`src/rtl/conv1d_mac_ctrl.sv`:
```
// Tap/output sequencer for a combinational conv1d MAC: issues feature/weight
// reads, closes the psum loop through acc_q, and streams finished sums out.
module conv1d_mac_ctrl #(
  parameter int WIDTH_DATA = 8,
  parameter int ADDR_W     = 8,
  parameter int KADDR_W    = 4
) (
  input  logic                    clk,
  input  logic                    rst_n,
  input  logic                    start,
  input  logic [KADDR_W-1:0]      cfg_kernel_len,
  input  logic [ADDR_W-1:0]       cfg_out_len,
  input  logic [ADDR_W-1:0]       cfg_stride,
  output logic                    fm_rd_en,
  output logic [ADDR_W-1:0]       fm_addr,
  input  logic [WIDTH_DATA-1:0]   fm_rdata,
  output logic                    wt_rd_en,
  output logic [KADDR_W-1:0]      wt_addr,
  input  logic [WIDTH_DATA-1:0]   wt_rdata,
  output logic [WIDTH_DATA-1:0]   mac_weight,
  output logic [WIDTH_DATA-1:0]   mac_feature,
  output logic [2*WIDTH_DATA-1:0] mac_psum_in,
  input  logic [2*WIDTH_DATA-1:0] mac_psum_out,
  output logic [2*WIDTH_DATA-1:0] out_data,
  output logic                    out_valid,
  input  logic                    out_ready,
  output logic                    busy,
  output logic                    done
);

  localparam int PW = 2 * WIDTH_DATA;

  typedef enum logic [2:0] {IDLE, RUN, DRAIN, OUT, FIN} state_t;

  state_t              state_q, state_d;
  logic [KADDR_W-1:0]  k_q, k_d, cfg_k_q, cfg_k_d;
  logic [ADDR_W-1:0]   o_q, o_d, base_q, base_d;
  logic [ADDR_W-1:0]   cfg_n_q, cfg_n_d, cfg_s_q, cfg_s_d;
  logic [ADDR_W-1:0]   fm_addr_q, fm_addr_d;
  logic                rd_en_q, rd_en_d, rd_vld_q, rd_vld_d, first_q, first_d;
  logic                out_valid_q, out_valid_d, busy_q, busy_d, done_q, done_d;
  logic [PW-1:0]       acc_q, acc_d, out_data_q, out_data_d;

  always_comb begin
    state_d     = state_q;
    k_d         = k_q;
    o_d         = o_q;
    base_d      = base_q;
    cfg_k_d     = cfg_k_q;
    cfg_n_d     = cfg_n_q;
    cfg_s_d     = cfg_s_q;
    fm_addr_d   = fm_addr_q;
    rd_en_d     = rd_en_q;
    out_valid_d = out_valid_q;
    out_data_d  = out_data_q;
    done_d      = 1'b0;
    // Issue flags delayed one cycle so they line up with the buffer read data.
    rd_vld_d    = rd_en_q;
    first_d     = rd_en_q && (k_q == '0);
    acc_d       = rd_vld_q ? mac_psum_out : acc_q;

    case (state_q)
      IDLE: begin
        if (start) begin
          cfg_k_d   = cfg_kernel_len;
          cfg_n_d   = cfg_out_len;
          cfg_s_d   = cfg_stride;
          o_d       = '0;
          base_d    = '0;
          k_d       = '0;
          fm_addr_d = '0;
          if (cfg_kernel_len == '0 || cfg_out_len == '0) begin
            state_d = FIN;
            done_d  = 1'b1;
          end else begin
            state_d = RUN;
            rd_en_d = 1'b1;
          end
        end
      end
      RUN: begin
        if (k_q == cfg_k_q - KADDR_W'(1)) begin
          state_d = DRAIN;
          rd_en_d = 1'b0;
          k_d     = '0;
        end else begin
          // fm_addr tracks base + k by stepping alongside the tap counter.
          k_d       = k_q + KADDR_W'(1);
          fm_addr_d = fm_addr_q + ADDR_W'(1);
        end
      end
      DRAIN: begin
        state_d     = OUT;
        out_valid_d = 1'b1;
        out_data_d  = mac_psum_out;
      end
      OUT: begin
        if (out_ready) begin
          out_valid_d = 1'b0;
          if (o_q == cfg_n_q - ADDR_W'(1)) begin
            state_d = FIN;
            done_d  = 1'b1;
          end else begin
            state_d   = RUN;
            o_d       = o_q + ADDR_W'(1);
            base_d    = base_q + cfg_s_q;
            fm_addr_d = base_q + cfg_s_q;
            k_d       = '0;
            rd_en_d   = 1'b1;
          end
        end
      end
      FIN: state_d = IDLE;
      default: state_d = IDLE;
    endcase

    busy_d = (state_d != IDLE);
  end

  always_ff @(posedge clk) begin
    if (!rst_n) begin
      state_q     <= IDLE;
      k_q         <= '0;
      o_q         <= '0;
      base_q      <= '0;
      cfg_k_q     <= '0;
      cfg_n_q     <= '0;
      cfg_s_q     <= '0;
      fm_addr_q   <= '0;
      rd_en_q     <= 1'b0;
      rd_vld_q    <= 1'b0;
      first_q     <= 1'b0;
      acc_q       <= '0;
      out_valid_q <= 1'b0;
      out_data_q  <= '0;
      busy_q      <= 1'b0;
      done_q      <= 1'b0;
    end else begin
      state_q     <= state_d;
      k_q         <= k_d;
      o_q         <= o_d;
      base_q      <= base_d;
      cfg_k_q     <= cfg_k_d;
      cfg_n_q     <= cfg_n_d;
      cfg_s_q     <= cfg_s_d;
      fm_addr_q   <= fm_addr_d;
      rd_en_q     <= rd_en_d;
      rd_vld_q    <= rd_vld_d;
      first_q     <= first_d;
      acc_q       <= acc_d;
      out_valid_q <= out_valid_d;
      out_data_q  <= out_data_d;
      busy_q      <= busy_d;
      done_q      <= done_d;
    end
  end

  assign fm_rd_en    = rd_en_q;
  assign wt_rd_en    = rd_en_q;
  assign fm_addr     = fm_addr_q;
  assign wt_addr     = k_q;
  assign mac_weight  = rd_vld_q ? wt_rdata : '0;
  assign mac_feature = rd_vld_q ? fm_rdata : '0;
  assign mac_psum_in = first_q ? '0 : acc_q;
  assign out_data    = out_data_q;
  assign out_valid   = out_valid_q;
  assign busy        = busy_q;
  assign done        = done_q;

endmodule
```
`config.mk`:
```
export PLATFORM = sky130hd
export DESIGN_NAME = conv1d_mac_ctrl
export DESIGN_NICKNAME = d
export VERILOG_FILES = /design/src/rtl/conv1d_mac_ctrl.sv
export SDC_FILE = /design/constraint.sdc
export NUM_CORES = 1
export LEC_CHECK = 0
export ABC_AREA = 0
export CORE_ASPECT_RATIO = 2
export CORE_MARGIN = 4
export CORE_UTILIZATION = 52
export CTS_CLUSTER_SIZE = 20
export DETAILED_ROUTE_END_ITERATION = 10
export PLACE_DENSITY = 0.86
export SYNTH_ARGS = -nofsm -noshare
export SYNTH_HDL_FRONTEND = slang
export SYNTH_SLANG_ARGS = --single-unit
```
`constraint.sdc`:
```
create_clock -name clk -period 4.4 [get_ports clk]
set_input_delay 0.66 -clock clk [delete_from_list [all_inputs] [get_ports clk]]
set_output_delay 0.66 -clock clk [all_outputs]
set_load 0.05 [all_outputs]
```
# Word-level counts from Yosys, hierarchy flattened
# Index checks and enable logic that the tools add are counted.
totals:
  regBits: 89
  wordCells: 85
op_classes:
  addsub: 6
  eq_ne: 11
  n_mux: 36
  reduce_logical: 16
op_table:
  columns: ["op", "n"]
  rows:
  - ["two-way mux 8 bit", 8]
  - ["one-hot mux 8 bit (2 select lines)", 2]
  - ["one-hot mux 8 bit (3 select lines)", 1]
  - ["adder 8 x 1 -> 8 bit, second input constant", 2]
  - ["two-way mux 16 bit", 1]
  - ["two-way mux 4 bit", 4]
  - ["two-way mux 3 bit", 5]
  - ["inequality test 2 bit, second input constant", 6]
  - ["one-hot mux 3 bit (4 select lines)", 1]
  - ["one-hot mux 4 bit (3 select lines)", 1]
  - ["two-way mux 1 bit", 10]
  - ["adder 8 bit", 1]
  - ["equality test 8 bit", 1]
  - ["zero test 4 bit", 2]
  - ["zero test 8 bit", 1]
  - ["AND reduction 4 bit", 2]
  - ["subtractor 8 x 1 -> 8 bit, second input constant", 1]
  - ["equality test 3 x 2 -> 1 bit, second input constant", 2]
  - ["AND reduction 6 bit", 1]
  - ["nonzero test 3 bit", 2]
  - ["AND reduction 5 bit", 1]
  - ["adder 4 x 1 -> 4 bit, second input constant", 1]
  - ["equality test 4 bit", 1]
  - ["one-hot mux 1 bit (2 select lines)", 2]
  - ["other kinds (8)", 10]

# Longest topological paths before layout
# Gate-level depths: netlist of run 1.
depth:
  word_depth: 6
  depth_mapped: 11
  ltp_nobuf: 9

# Worst setup path after synthesis of run 1
# No wires, ideal clock.
synth_timing:
  path_kind: "register -> register"
  start: "register cfg_n_q[0]"
  end: "register fm_addr_q[0] (netlist: fm_addr[0])"
  setup_time_ns: 0.128
  arrival_ns: 2.260
  required_time_ns: 4.272
  path_slack_ns: 2.012
  path_stages_with_launch: 12
  n_path_buf: 2
  period_less_slack_ns: 2.388
  path_cell_list: "dfxtp_1 > clkbuf_1 > inv_1 > ha_1 > xnor2_1 > a21o_1 > o21ai_0 > o2111ai_4 > o211ai_2 > buf_2 > mux2i_1 > nor2_1"
synth_via:
  elab_chain_len: 4
synth_rtl:
  columns: ["element", "line_no", "text"]
  rows:
  - ["from (decl)", "38", "logic [ADDR_W-1:0] cfg_n_q, cfg_n_d, cfg_s_q, cfg_s_d;"]
  - ["from (signal assigned)", "144", "cfg_n_q <= cfg_n_d;"]
  - ["subtractor 8 x 1 -> 8 bit", "100", "if (o_q == cfg_n_q - ADDR_W'(1)) begin"]
  - ["equality test 8 bit", "100", null]
  - ["inequality test 2 bit (no source line)", null, null]
  - ["AND reduction 5 bit (no source line)", null, null]
  - ["to (signal assigned)", "146", "fm_addr_q <= fm_addr_d;"]
  - ["to (decl)", "39", "logic [ADDR_W-1:0] fm_addr_q, fm_addr_d;"]
# No other way between the ends.
# A chain may end at the register's enable or synchronous reset.

# Worst setup path after layout of run 1
layout_timing:
  start: "register cfg_n_q[2]"
  end: "register base_q[3]"
layout_via:
  elab_chain_len: 4
layout_rtl:
  columns: ["element", "line_no", "text"]
  rows:
  - ["subtractor 8 x 1 -> 8 bit", "100", null]
  - ["equality test 8 bit", "100", null]
  - ["inequality test 2 bit (no source line)", null, null]
  - ["AND reduction 4 bit (no source line)", null, null]
  - ["to (signal assigned)", "142", "base_q <= base_d;"]
  - ["to (decl)", "37", "logic [ADDR_W-1:0] o_q, o_d, base_q, base_d;"]
# No other way between the ends.

==> run metrics, run 1 <==
outcome=finished, final reports clean; largest net degree at the start of global routing=48; critical path data arrival time=3.21 ns; Net Count, Synth=620; PwrDens=340.4 nW/um^2; Hold Path Class=flip-flop to flip-flop; Via density=roughly 5.8; Hold Vio Cnt, Final=0; vias in the first global route=between 4000 and 5000; # Max-Cap Violations=0; die height=138.5 um; Initial DRC Count=182; Netlist cell types=55; final wirelength=12300 um; Final Slew Violations=0; GRT overflow=0; Synth Warn #=0; clock root buffer=clkbuf_16; fin crit period=3.016 ns; CTS tree=yes; count leader, synth=nand2_1; # IOs=121; Final setup viols=0; Syn Std Cell Area=4427 sq um; CORE AREA=8292 sq um; cell count after synthesis=550; post-CTS setup buffers=0; CTS buffer count=9; placed cell count=742; layout cell share with drive strength beyond 1=4.255%; drc violations=0; Slew headroom=24.74%; NetSw=0.5290 mW; Pint=1.509 mW; combinational fraction of design power=between 15 and 20%; Max FO, Critical Path=26; GPL Wtd Cong=0.8822; drt first pass iters=4; HPWL after DPL=roughly 9300 um; Post-CTS Resized=0; clock skew=0.004655 ns; All-Layer GR Usage=24.37%; Layout area overhead=35.27%; Slew @ Worst Pin=roughly 1.1 ns; # nets final=725; Hold Buf Count CTS=0; top cells by count, synth=nand2_1, dfxtp_1, a21oi_1; data required time at the worst endpoint=4.59 ns; Max Buffers Root-to-Sink=2; P_leak=2.207 nW; Synth top area share=40.25%; largest cells by area after synthesis=dfxtp_1, nand2_1, a21oi_1, mux2i_1, nor2_1; Worst-path clk slew=0.06 ns; H-tree Lvls=3; number of cells in the finished layout apart from fillers=756; CP Class=flip-flop to flip-flop; worst vdd ir=0.2218 mV; row count=47; clock sink count=between 80 and 90; Design Power=2.038 mW; Tcrit/Tclk final=68.54%; fmax=0.3316 GHz; Top FF cell, synth=dfxtp_1; die area=approximately 10000 sq um; diode count=0; Clock power frac=39.6%; TNS Setup=0 ns; Worst Setup Start Kind=flip-flop; first-pass GRT wire length=19670 um; Synth area leader=dfxtp_1; Clk Latency, worst-skew pair=0.34 ns; Starting Density=between 50% and 60%; post-synthesis sequential area ratio=40.25%; fraction of registers with async set/reset=0%; Vias=4347; PortBufs=120; Routed WL per cell=16.27 um; sw frac=25.95%; sequential fraction of design power=a little over two fifths; Yosys reg bits=89; final hold slack=0.4570 ns; Die Width=73.24 um; EDFF count, synth=0; initial antenna violation count=0; antenna-violating nets left=0; RSZ-0062 raised after global routing=false; Syn Area/Cell=8.049 sq um; crit end category=flip-flop
-- power groups by stage --
stage	clock [mW]	combinational (mW)	sequential (mW)
3_5_place_dp	0	0.355	0.891
6_report	0.808	0.357	0.873
4_1_cts	0.819	0.358	0.873
2_1_floorplan	0	0.222	0.889
3_3_place_gp	0	0.345	0.888
5_1_grt	0.846	0.385	0.878
-- cells in the final DEF (no fill, tap or decap), types with 3 or more instances in the layout --
cell / count
inv_1: 12
and2_1: 23
nor3_1: 10
nor2b_1: 17
clkbuf_16: 9
xor2_1: 7
o21ai_0: 12
clkdlybuf4s50_1: 120
a21oi_1: 58
a21o_1: 4
o22ai_1: 3
o21a_1: 4
buf_4: 5
nand2b_1: 4
nor4_1: 4
xnor2_1: 16
nand3_1: 8
o21ai_1: 6
a211oi_1: 4
nor2_1: 45
nand2_1: 103
or3_1: 4
or4_1: 5
nand4_1: 3
ha_1: 13
dfxtp_1: 89
mux2i_1: 22
o21bai_1: 6
a31oi_1: 4
-- worst max-delay path, stage by stage, from the launching register on --
cell	delay (ns)
dfxtp_1	0.36
or3_4	0.42
nor4_1	0.44
o211a_1	0.26
o2111ai_4	0.18
o21ai_2	0.86
mux2i_1	0.29
nor2_1	0.05
-- sequential cells by signal (all words and copies together), names as in the netlist, 3 cells and up --
signal	count
out_data	16
state_q	3
wt_addr	4
base_q	8
o_q	8
cfg_s_q	8
cfg_n_q	8
fm_addr	8
cfg_k_q	4
acc_q	16
-- metal layers --
metal  wire length [um]  GRT usage, %
met3                954         3.561
met4                537         14.30
met1               4205         24.23
met5                  0             0
met2               6599         45.11
-- final cells by class --
class | instances | area [sq um]
Clock buffer | 11 | 252.7
Multi-Input combinational cell | 417 | 2479
Inverter | 13 | 48.80
Timing Repair Buffer | 125 | 1239
Fill cell | 607 | 2303
Sequential cell | 89 | 1782
Tap cell | 98 | 122.6
Clock inverter | 3 | 65.06
-- kinds of logic (layout without fill, tap and decap cells) --
kind of cell	count (synthesis)	count (layout)	synth area share (%)
flops	89	89	40.25
simple gates	237	237	25.16
xor+xnor	23	23	4.551
buf+inv	44	152	4.013
fa+ha+maj	14	14	4.127
mux	22	22	4.975
compound gates	121	121	16.93
-- metrics by stage --
stage	util (%)	setup WS, ns	area, sq um
6_report	72.22	1.384	5988
5_1_grt	72.22	1.158	5988
4_1_cts	72.22	1.383	5988
3_5_place_dp	68.39	1.421	5670
3_3_place_gp	68.39	1.621	5670
2_1_floorplan	-	2.012	4427
-- worst paths after layout --
path	start	end	slack, ns	depth (start not counted)
setup / recovery	cfg_n_q[2]	base_q[3]	1.38	7
hold / removal	out_data[9]	out_data[9]	0.46	2
setup reg to reg	cfg_n_q[2]	base_q[3]	1.38	7
hold reg to reg	out_data[9]	out_data[9]	0.46	2
Power figures use the tool's default switching activity.
==> inputs of run 2 (changes only) <==
CORE_UTILIZATION = 44   (was 52)
PLACE_DENSITY = 0.78   (was 0.86)
clock period = 2.5 ns   (was 4.4 ns; I/O delays follow)
==> run 2 against run 1 <==
Worst hold slack got worse by 0.0038 ns; flip-flop and latch count did not move; first-iteration DRC count rose by 6.0%; final area rose by 5.5%; wire length rose by 2.3%; clock skew rose by 0.00096 ns; critical path depth rose by 1; highest routed layer unchanged; final cell count rose by 6.5%; sequential power rose by 74%.
==> run metrics, run 2 (synthesis gave the netlist of run 1 again) <==
Slew @ Worst Pin=0.6789 ns (was 1.123 ns); Hold Path Class=flip-flop to flip-flop (unchanged); Hold Vio Cnt, Final=0 (unchanged); CORE AREA=9763 sq um (was 8292 sq um); antenna-violating nets left=0 (unchanged); Via density=5.360 (was 5.750); layout cell share with drive strength beyond 1=9.361% (was 4.255%); largest net degree at the start of global routing=33 (was 48); vias in the first global route=4243 (was 4362); die area=11830 sq um (was 10140 sq um); CTS tree=yes (unchanged); Max Buffers Root-to-Sink=2 (unchanged); DP Area=6001 sq um (was 5670 sq um); PortBufs=120 (unchanged); clock root buffer=clkbuf_16 (unchanged); first-pass GRT wire length=20220 um (was 19670 um); GPL Wtd Cong=0.8961 (was 0.8822); diode count=0 (unchanged); Routed WL per cell=15.62 um (was 16.27 um); Slew headroom=54.74% (was 24.74%); clock skew=0.005616 ns (was 0.004655 ns); PwrDens=549.8 nW/um^2 (was 340.4 nW/um^2); Worst-path clk slew=0.06 ns (about the same); CP Class=flip-flop to flip-flop (unchanged); post-route cell area=6317 sq um (was 5988 sq um); drc violations=0 (unchanged); clock sink count=89 (unchanged); # nets final=738 (was 725); worst vdd ir=0.4075 mV (was 0.2218 mV); final wirelength=12580 um (was 12300 um); Initial DRC Count=193 (was 182); HPWL after DPL=9853 um (was 9344 um); number of cells in the finished layout apart from fillers=805 (was 756); # IOs=121 (unchanged); All-Layer GR Usage=21.49% (was 24.37%); drt first pass iters=4 (unchanged); CTS buffer count=9 (unchanged); Layout area overhead=42.71% (was 35.27%); Worst Setup Start Kind=flip-flop (unchanged); commonest non-fill, non-tap cell in the layout=clkdlybuf4s50_1 (unchanged); initial antenna violation count=0 (unchanged); critical path data arrival time=2.72 ns (was 3.21 ns); Die Width=78.93 um (was 73.24 um); fill count=830 (was 607); Vias=4315 (was 4347); H-tree Lvls=3 (unchanged); GRT overflow=0 (unchanged); fmax=0.4079 GHz (was 0.3316 GHz); fin crit period=2.452 ns (was 3.016 ns); placed cell count=788 (was 742); Starting Density=45.34% (was 53.39%); P_leak=2.339 nW (was 2.207 nW); Tcrit/Tclk final=98.07% (was 68.54%); Max FO, Critical Path=26 (unchanged); outcome=finished, final reports clean (unchanged); row count=51 (was 47); RSZ-0062 raised after global routing=true (was false); crit end category=flip-flop (unchanged); setup ws final=0.04817 ns (was 1.384 ns); die height=149.9 um (was 138.5 um); most frequent cells in the layout=clkdlybuf4s50_1, nand2_1, dfxtp_1 (unchanged); Place WS=0.01686 ns (was 1.421 ns); Clk Latency, worst-skew pair=0.34 ns (about the same); Final Slew Violations=0 (unchanged); data required time at the worst endpoint=2.77 ns (was 4.59 ns); Final setup viols=0 (unchanged); # Max-Cap Violations=0 (unchanged); Design Power=3.473 mW (was 2.038 mW)
run 2: cell types whose count changed in the layout (fill, tap and decap cells not counted), sizes merged:
cell,change
clkdlybuf4s50,-16
bufinv,-2
inv,+1
clkbuf,-1
clkinvlp,+4
buf,+29
run 2: critical path: stages, from the launching register on:
cell and delay, ns:
dfxtp_1 0.31, or3_4 0.39, o31a_1 0.28, o211a_1 0.26, o2111ai_4 0.23, o21ai_2 0.10, buf_12 0.16, or4_1 0.53
a21oi_2 0.13
run 2: final timing paths:
| check | cells past startpoint | slack [ns] | start | to |
|---|---|---|---|---|
| max | 8 | 0.05 | cfg_n_q[2] | o_q[7] |
| min reg2reg | 2 | 0.45 | out_data[6] | out_data[6] |
| min | 2 | 0.45 | out_data[6] | out_data[6] |
| max reg2reg | 8 | 0.05 | cfg_n_q[2] | o_q[7] |
run 2: timing repair:
| action | in CTS | in global routing |
|---|---|---|
| gates resized for setup | 1 | 7 |
| buffers inserted | 0 | 1 |
| hold buffers | 0 | 0 |
| pin swaps | 0 | 4 |
| endpoints found under the setup margin | 1 | 21 |
run 2: final cells by class:
cell class              instances  area (sq um)  share of cell area (%)
inverters                      13         48.80                  0.7724
clock inverters                 6         43.79                  0.6932
flip-flops and latches         89          1783                   28.22
well taps                     132         165.2                   2.614
clock buffers                  10         229.0                   3.624
multi-input cells             417          2514                   39.79
repair buffers                138          1534                   24.28
run 2: per-layer routing:
layer	vias to the layer above	part of all wire (%)	global-route usage, %
met4	0	3.5	9.897
li1	2115	-	-
met1	2012	37	21.85
met2	160	54	41.48
met5	-	0	0
met3	28	5.6	3.614
run 2: report_power, final:
group	switching, mW	internal (mW)
sequential	0.0518	1.47
clock	0.559	0.675
combinational	0.388	0.330
run 2: stage by stage:
step	utilization, %	hold WS (ns)	setup TNS, ns
floorplan	-	0.4400	0
global placement	61.46	0.4435	0
detailed placement	61.46	0.4484	0
CTS	64.32	0.4571	0
global route	64.71	0.4789	-0.04539
finish	64.71	0.4532	0
